===== src/rtl/block_sf_48_dematrix.sv =====
// block_sf_48_dematrix
// Receive-side stereo de-matrix: takes one L+R / L-R sample pair, scales each
// by a 4-bit gain (value G/8) with a 4-cycle LSB-first shift-add multiplier,
// then recovers LEFT = (S+D+8)>>>4 and RIGHT = (S-D+8)>>>4.
//
// Handshake: a transfer is accepted on a rising edge where start = 1 and
// ready = 1. ready is high only in IDLE, so start is ignored while busy.
// Results appear 5 edges after accept together with a one-cycle ready_out
// strobe; LEFT/RIGHT hold their value between strobes.
//
// Optional feature macro: DEMATRIX_SAT_EN
//   defined   : results saturate to [-131072, 131071], sat_flag marks clipping
//   undefined : results wrap to 18 bits, sat_flag is constant 0
//
// dbg_state exposes the FSM encoding (0 = IDLE, 1 = MUL, 2 = OUT).
module block_sf_48_dematrix (
  input  logic               clock,
  input  logic               reset,
  input  logic signed [17:0] LpR,
  input  logic signed [17:0] LmR,
  input  logic        [3:0]  Gs,
  input  logic        [3:0]  Gd,
  input  logic               start,
  output logic               ready,
  output logic signed [17:0] LEFT,
  output logic signed [17:0] RIGHT,
  output logic               ready_out,
  output logic               sat_flag,
  output logic        [1:0]  dbg_state
);

  typedef enum logic [1:0] {
    ST_IDLE = 2'd0,
    ST_MUL  = 2'd1,
    ST_OUT  = 2'd2
  } state_t;

  state_t state;
  state_t state_nxt;

  logic signed [17:0] lpr_q;
  logic signed [17:0] lmr_q;
  logic        [3:0]  gs_q;
  logic        [3:0]  gd_q;
  logic signed [21:0] acc_s;
  logic signed [21:0] acc_d;
  logic        [1:0]  bit_idx;

  logic signed [21:0] lpr_ext;
  logic signed [21:0] lmr_ext;
  logic signed [22:0] sum_w;
  logic signed [22:0] diff_w;
  logic signed [18:0] left_19;
  logic signed [18:0] right_19;
  logic signed [17:0] left_clip;
  logic signed [17:0] right_clip;
  logic               clip_any;
  logic               unused_lsbs;

  assign lpr_ext = {{4{lpr_q[17]}}, lpr_q};
  assign lmr_ext = {{4{lmr_q[17]}}, lmr_q};

  // Round half up: add 8 at full 23-bit width, then keep bits [22:4]
  assign sum_w    = {acc_s[21], acc_s} + {acc_d[21], acc_d} + 23'sd8;
  assign diff_w   = {acc_s[21], acc_s} - {acc_d[21], acc_d} + 23'sd8;
  assign left_19  = sum_w[22:4];
  assign right_19 = diff_w[22:4];

`ifdef DEMATRIX_SAT_EN
  logic left_ovf;
  logic right_ovf;

  // A 19-bit value fits in 18 bits exactly when its top two bits agree
  always_comb begin
    left_ovf   = left_19[18] ^ left_19[17];
    right_ovf  = right_19[18] ^ right_19[17];
    left_clip  = left_ovf  ? (left_19[18]  ? 18'sh20000 : 18'sh1FFFF) : left_19[17:0];
    right_clip = right_ovf ? (right_19[18] ? 18'sh20000 : 18'sh1FFFF) : right_19[17:0];
    clip_any   = left_ovf | right_ovf;
  end

  assign unused_lsbs = ^{sum_w[3:0], diff_w[3:0]};
`else
  // Two's-complement wrap: the extra top bit is simply dropped
  always_comb begin
    left_clip  = left_19[17:0];
    right_clip = right_19[17:0];
    clip_any   = 1'b0;
  end

  assign unused_lsbs = ^{sum_w[3:0], diff_w[3:0], left_19[18], right_19[18]};
`endif

  // State register
  always_ff @(posedge clock or negedge reset) begin
    if (!reset) state <= ST_IDLE;
    else        state <= state_nxt;
  end

  // Next-state logic: IDLE -> MUL on start, 4 MUL cycles, one OUT cycle
  always_comb begin
    state_nxt = state;
    case (state)
      ST_IDLE: if (start) state_nxt = ST_MUL;
      ST_MUL:  if (bit_idx == 2'd3) state_nxt = ST_OUT;
      ST_OUT:  state_nxt = ST_IDLE;
      default: state_nxt = ST_IDLE;
    endcase
  end

  // FSM-decoded outputs
  always_comb begin
    ready     = (state == ST_IDLE);
    dbg_state = state;
  end

  // Capture operands on accept, then add one shifted partial product per cycle
  always_ff @(posedge clock or negedge reset) begin
    if (!reset) begin
      lpr_q   <= '0;
      lmr_q   <= '0;
      gs_q    <= '0;
      gd_q    <= '0;
      acc_s   <= '0;
      acc_d   <= '0;
      bit_idx <= '0;
    end else begin
      case (state)
        ST_IDLE: begin
          if (start) begin
            lpr_q   <= LpR;
            lmr_q   <= LmR;
            gs_q    <= Gs;
            gd_q    <= Gd;
            acc_s   <= '0;
            acc_d   <= '0;
            bit_idx <= '0;
          end
        end
        ST_MUL: begin
          if (gs_q[bit_idx]) acc_s <= acc_s + (lpr_ext <<< bit_idx);
          if (gd_q[bit_idx]) acc_d <= acc_d + (lmr_ext <<< bit_idx);
          bit_idx <= bit_idx + 2'd1;
        end
        default: ;
      endcase
    end
  end

  // Register results and raise the one-cycle strobes in the OUT cycle
  always_ff @(posedge clock or negedge reset) begin
    if (!reset) begin
      LEFT      <= '0;
      RIGHT     <= '0;
      ready_out <= 1'b0;
      sat_flag  <= 1'b0;
    end else if (state == ST_OUT) begin
      LEFT      <= left_clip;
      RIGHT     <= right_clip;
      ready_out <= 1'b1;
      sat_flag  <= clip_any;
    end else begin
      ready_out <= 1'b0;
      sat_flag  <= 1'b0;
    end
  end

endmodule


===== config.mk =====
export PLATFORM = sky130hd
export DESIGN_NAME = block_sf_48_dematrix
export DESIGN_NICKNAME = d
export VERILOG_FILES = /design/src/rtl/block_sf_48_dematrix.sv
export SDC_FILE = /design/constraint.sdc
export NUM_CORES = 1
export LEC_CHECK = 0
export ABC_CLOCK_PERIOD_IN_PS = 3300
export CAP_MARGIN = 20
export CORE_ASPECT_RATIO = 1.4
export CORE_MARGIN = 1.5
export CORE_UTILIZATION = 54
export DETAILED_ROUTE_END_ITERATION = 10
export MAX_ROUTING_LAYER = met4
export PLACE_DENSITY = 0.88
export SKIP_CTS_REPAIR_TIMING = 1
export SLEW_MARGIN = 40
export SYNTH_ARGS = -nofsm -noshare
export SYNTH_HDL_FRONTEND = slang
export SYNTH_SLANG_ARGS = --single-unit
export TNS_END_PERCENT = 1

===== constraint.sdc =====
create_clock -name clock -period 3.3 [get_ports clock]
set_input_delay 0.66 -clock clock [delete_from_list [all_inputs] [get_ports clock]]
set_output_delay 0.66 -clock clock [all_outputs]
set_load 0.02 [all_outputs]

==> results.md <==
STA:
- Setup repair after global routing could not meet its margin everywhere.
- Derived from the worst setup path, the maximum achievable clock frequency is 304 MHz.
- The number of hold-slack violations in the final timing report was 0.
- For the finished layout, the period the worst path requires is 3290 ps.
- The final clock period utilization by the worst path is 0.998.
- Across the routed clock network, the largest skew measured is 9.32 ps.
- Setup violations remaining at the end of the flow were counted as 0.
- The slew at the pin closest to its max-slew limit is 642 ps.
- The headroom to the max-slew limit is 0.571.
- The number of max-slew violations in the final report was 0.
- The final critical-path setup slack is 7.04 ps.

Detailed routing:
- Wires add up to 25.4 mm.
- The total met2 wirelength after detailed routing is 13.2 mm.
- The routed length per instance is 18.1 µm.
- The detail-routed via count per cell is 6.04.
- The count of unresolved DRC violations after routing is 0.
- The number of detailed-routing iterations run before antenna repair is 5.
- The detailed router finished its first iteration with 590 violations.
- Summing over every cut layer, the via total after detailed routing is 8,501.
- In this run the remaining antenna-violating nets after routing total 0.
- Summed over all nets, wire length on met3 after detailed routing comes to 1.15 mm.
- The uppermost signal routing layer after detailed routing is met4.
- The post-route met1 wirelength is 10.0 mm.

Placement:
- At the end of routability-driven placement, the weighted congestion stood at 0.997.
- Port buffering added 86 buffers.
- The pre-CTS setup slack is -7.05 ps.
- Once detailed placement completed, the half-perimeter wirelength came to 18.9 mm.

Die:
- The core region is 0.0181 mm².
- The floorplan has 58 rows.
- The area enclosed by the die boundary is 0.0193 mm².
- The height of the die is 164 µm.
- The initial utilization of the core area, before any placement, comes to 0.552.
- The die is 118 µm wide.
- For this design the top-level I/O count stands at 88.

Synth:
- During synthesis, Yosys emitted a total of 0 warnings.
- The share of the Yosys chip area taken by registers is 0.323.
- The synthesized area divided by synthesized cell count is 9.74 µm².
- Sorting the synthesized cells by area gives the leading types as dfrtp_1, ha_1, mux4_2, mux2_2, o21ai_0.
- The cell area after technology mapping is 0.00998 mm².
- The synthesized design spends more area on one cell type than any other, namely dfrtp_1.
- The count of flip-flops with a built-in enable after synthesis is 0.
- Counting every net in the synthesized netlist gives 1,195.
- In this run, synthesis produced a sequential element count of 129.
- The count of unique library cells instantiated by Yosys is 66.
- For this run, the leading register cell type out of synthesis is dfrtp_1.
- Counting flops with an async set or reset pin after synthesis yields a share of 1.00.
- The number of cells produced by synthesis is 1,025.
- The fraction of post-synthesis cell area in the top cell type by area is 0.323.

Cells and area:
- The ratio of cells with drive above 1 in the final layout is 0.177.
- The number of inserted diodes is 0.
- The core occupancy in the finished layout is 0.674.
- The synthesis-to-finish area growth is 22.0%.
- The layout has 1,332 filler cells.
- In the final design database the tool counted 1,325 nets.

Clock tree:
- The clock-pin slew of the registers on the worst-case setup and hold paths is 60 ps.
- The clock tree from TritonCTS is built.
- The insertion delay to the later sink of the worst-skew pair is 440 ps.
- CTS saw 129 sinks.
- The clock passes through at most 2 buffers.
- The tree is rooted in a clkbuf_16.
- The level count of the clock H-tree is 4.
- Counting the buffers created by CTS gives 17.

Critical path:
- The critical path class is register to register.
- The largest driver fanout on the critical path is 8.
- The required time at the endpoint of the critical path is 3600 ps.
- The type of element capturing the critical path is a register.
- At the worst endpoint, the arrival time is 3590 ps.
- The worst setup path is launched from a register.

Job:
- The reported max-cap violation count is 0.

Global route:
- The largest net degree at the start of global routing is 83.
- The number of antenna violations at the first check in global routing is 0.
- The via count of the first global-routing pass is 8,423.
- The total congestion overflow after global routing is 0.
- In the global route stage, overall resource usage came out at 0.274.
- The wire length of the first global-routing pass is 41.0 mm.

Run status:
- The flow ran to the end, and the final reports show no timing, DRC or antenna violations.

Hold path:
- The path class of the lowest-slack min-delay path is input port to async pin.
## cell families after synthesis
family,after synthesis,synth area share
AOI/OAI and AO/OA,275,0.178
and+or+nand+nor,236,0.117
DFF,129,0.323
adders and majority gates,123,0.156
buffers and inverters,103,0.0396
muxes,89,0.125
xor gates and xnor gates,69,0.0605
other,1,0.000376
## state kept, by name, indices dropped and copies added (netlist names)
register,count
lpr_q,18
gs_q,4
acc_d,22
gd_q,4
acc_s,22
ready_out,1
LEFT,18
dbg_state,2
lmr_q,18
bit_idx,2
RIGHT,18
## critical path, cell delays in order (launching register included)
cell	delay [ps]
dfrtp_4	530
buf_4	170
nor2b_2	200
nand2_1	120
o21ai_0	120
ha_1	300
nor2b_1	140
o21a_1	190
o21a_1	200
o41a_1	370
a31o_2	300
a41oi_2	200
mux2i_1	200
o311ai_1	110
## synth_stat cells (29+ instances only)
master and number:
dfrtp_1 129, ha_1 121, o21ai_0 92, nand2_1 72
inv_1 65, a21oi_1 53, nand3_1 52, mux2_2 47
xor2_1 40, nor2_1 30, a21o_1 29, xnor2_1 29
## metal layers
metal / up-vias / GRT usage
met4: 0 / 0.139
met1: 4115 / 0.300
met3: 85 / 0.0451
met2: 287 / 0.484
met5: - / -
li1: 4014 / -
## final timing paths
kind	start	endpoint	slack, ps	cells after the start
min in group clock	RIGHT[8]	RIGHT[8]	470	2
worst min register to register	RIGHT[8]	RIGHT[8]	470	2
worst max register to register	bit_idx[0]	acc_s[20]	7	13
max in group asynchronous	reset	acc_d[0]	2310	2
worst min-delay path	reset	lpr_q[5]	180	1
worst max-delay path	bit_idx[0]	acc_s[20]	7	13
## cells in the final DEF, fill, tap and decap left out, types with 8 or more instances in the layout
| cell type | n |
|---|---|
| nand2_1 | 71 |
| nand3_1 | 52 |
| mux4_2 | 24 |
| clkbuf_16 | 17 |
| nor3_1 | 18 |
| ha_1 | 120 |
| xnor2_1 | 29 |
| nor2_1 | 30 |
| a21oi_1 | 51 |
| a21o_1 | 29 |
| o21ai_0 | 91 |
| a31oi_1 | 11 |
| inv_1 | 65 |
| buf_4 | 59 |
| xor2_1 | 40 |
| mux2i_1 | 17 |
| a211oi_1 | 9 |
| and3_1 | 8 |
| clkdlybuf4s50_1 | 85 |
| dfrtp_1 | 128 |
| nor2b_1 | 17 |
| mux2_2 | 47 |
| o21a_1 | 14 |
## through the flow
step	hold WS (ps)	setup TNS, ps	cell area (µm²)	cells
after floorplan	364	0	9990	1025
after global placement	461	0	11500	1370
after detailed placement	470	-7.05	11500	1370
after CTS	203	-110	12100	1402
after global routing	228	-471	12200	1408
final	182	0	12200	1408
## layout make-up
class,count,area (µm²),share of cell area
tap,240,300,0.0246
clock inverter,11,130,0.0107
sequential,129,3230,0.265
inverter,65,244,0.0200
clock buffer,21,470,0.0386
multi-input combinational,793,6420,0.527
timing repair buffer,149,1390,0.114
Power is left out: the tool's default activity adds up to more than one toggle a clock period on the data nets, which glitch-free logic cannot reach.
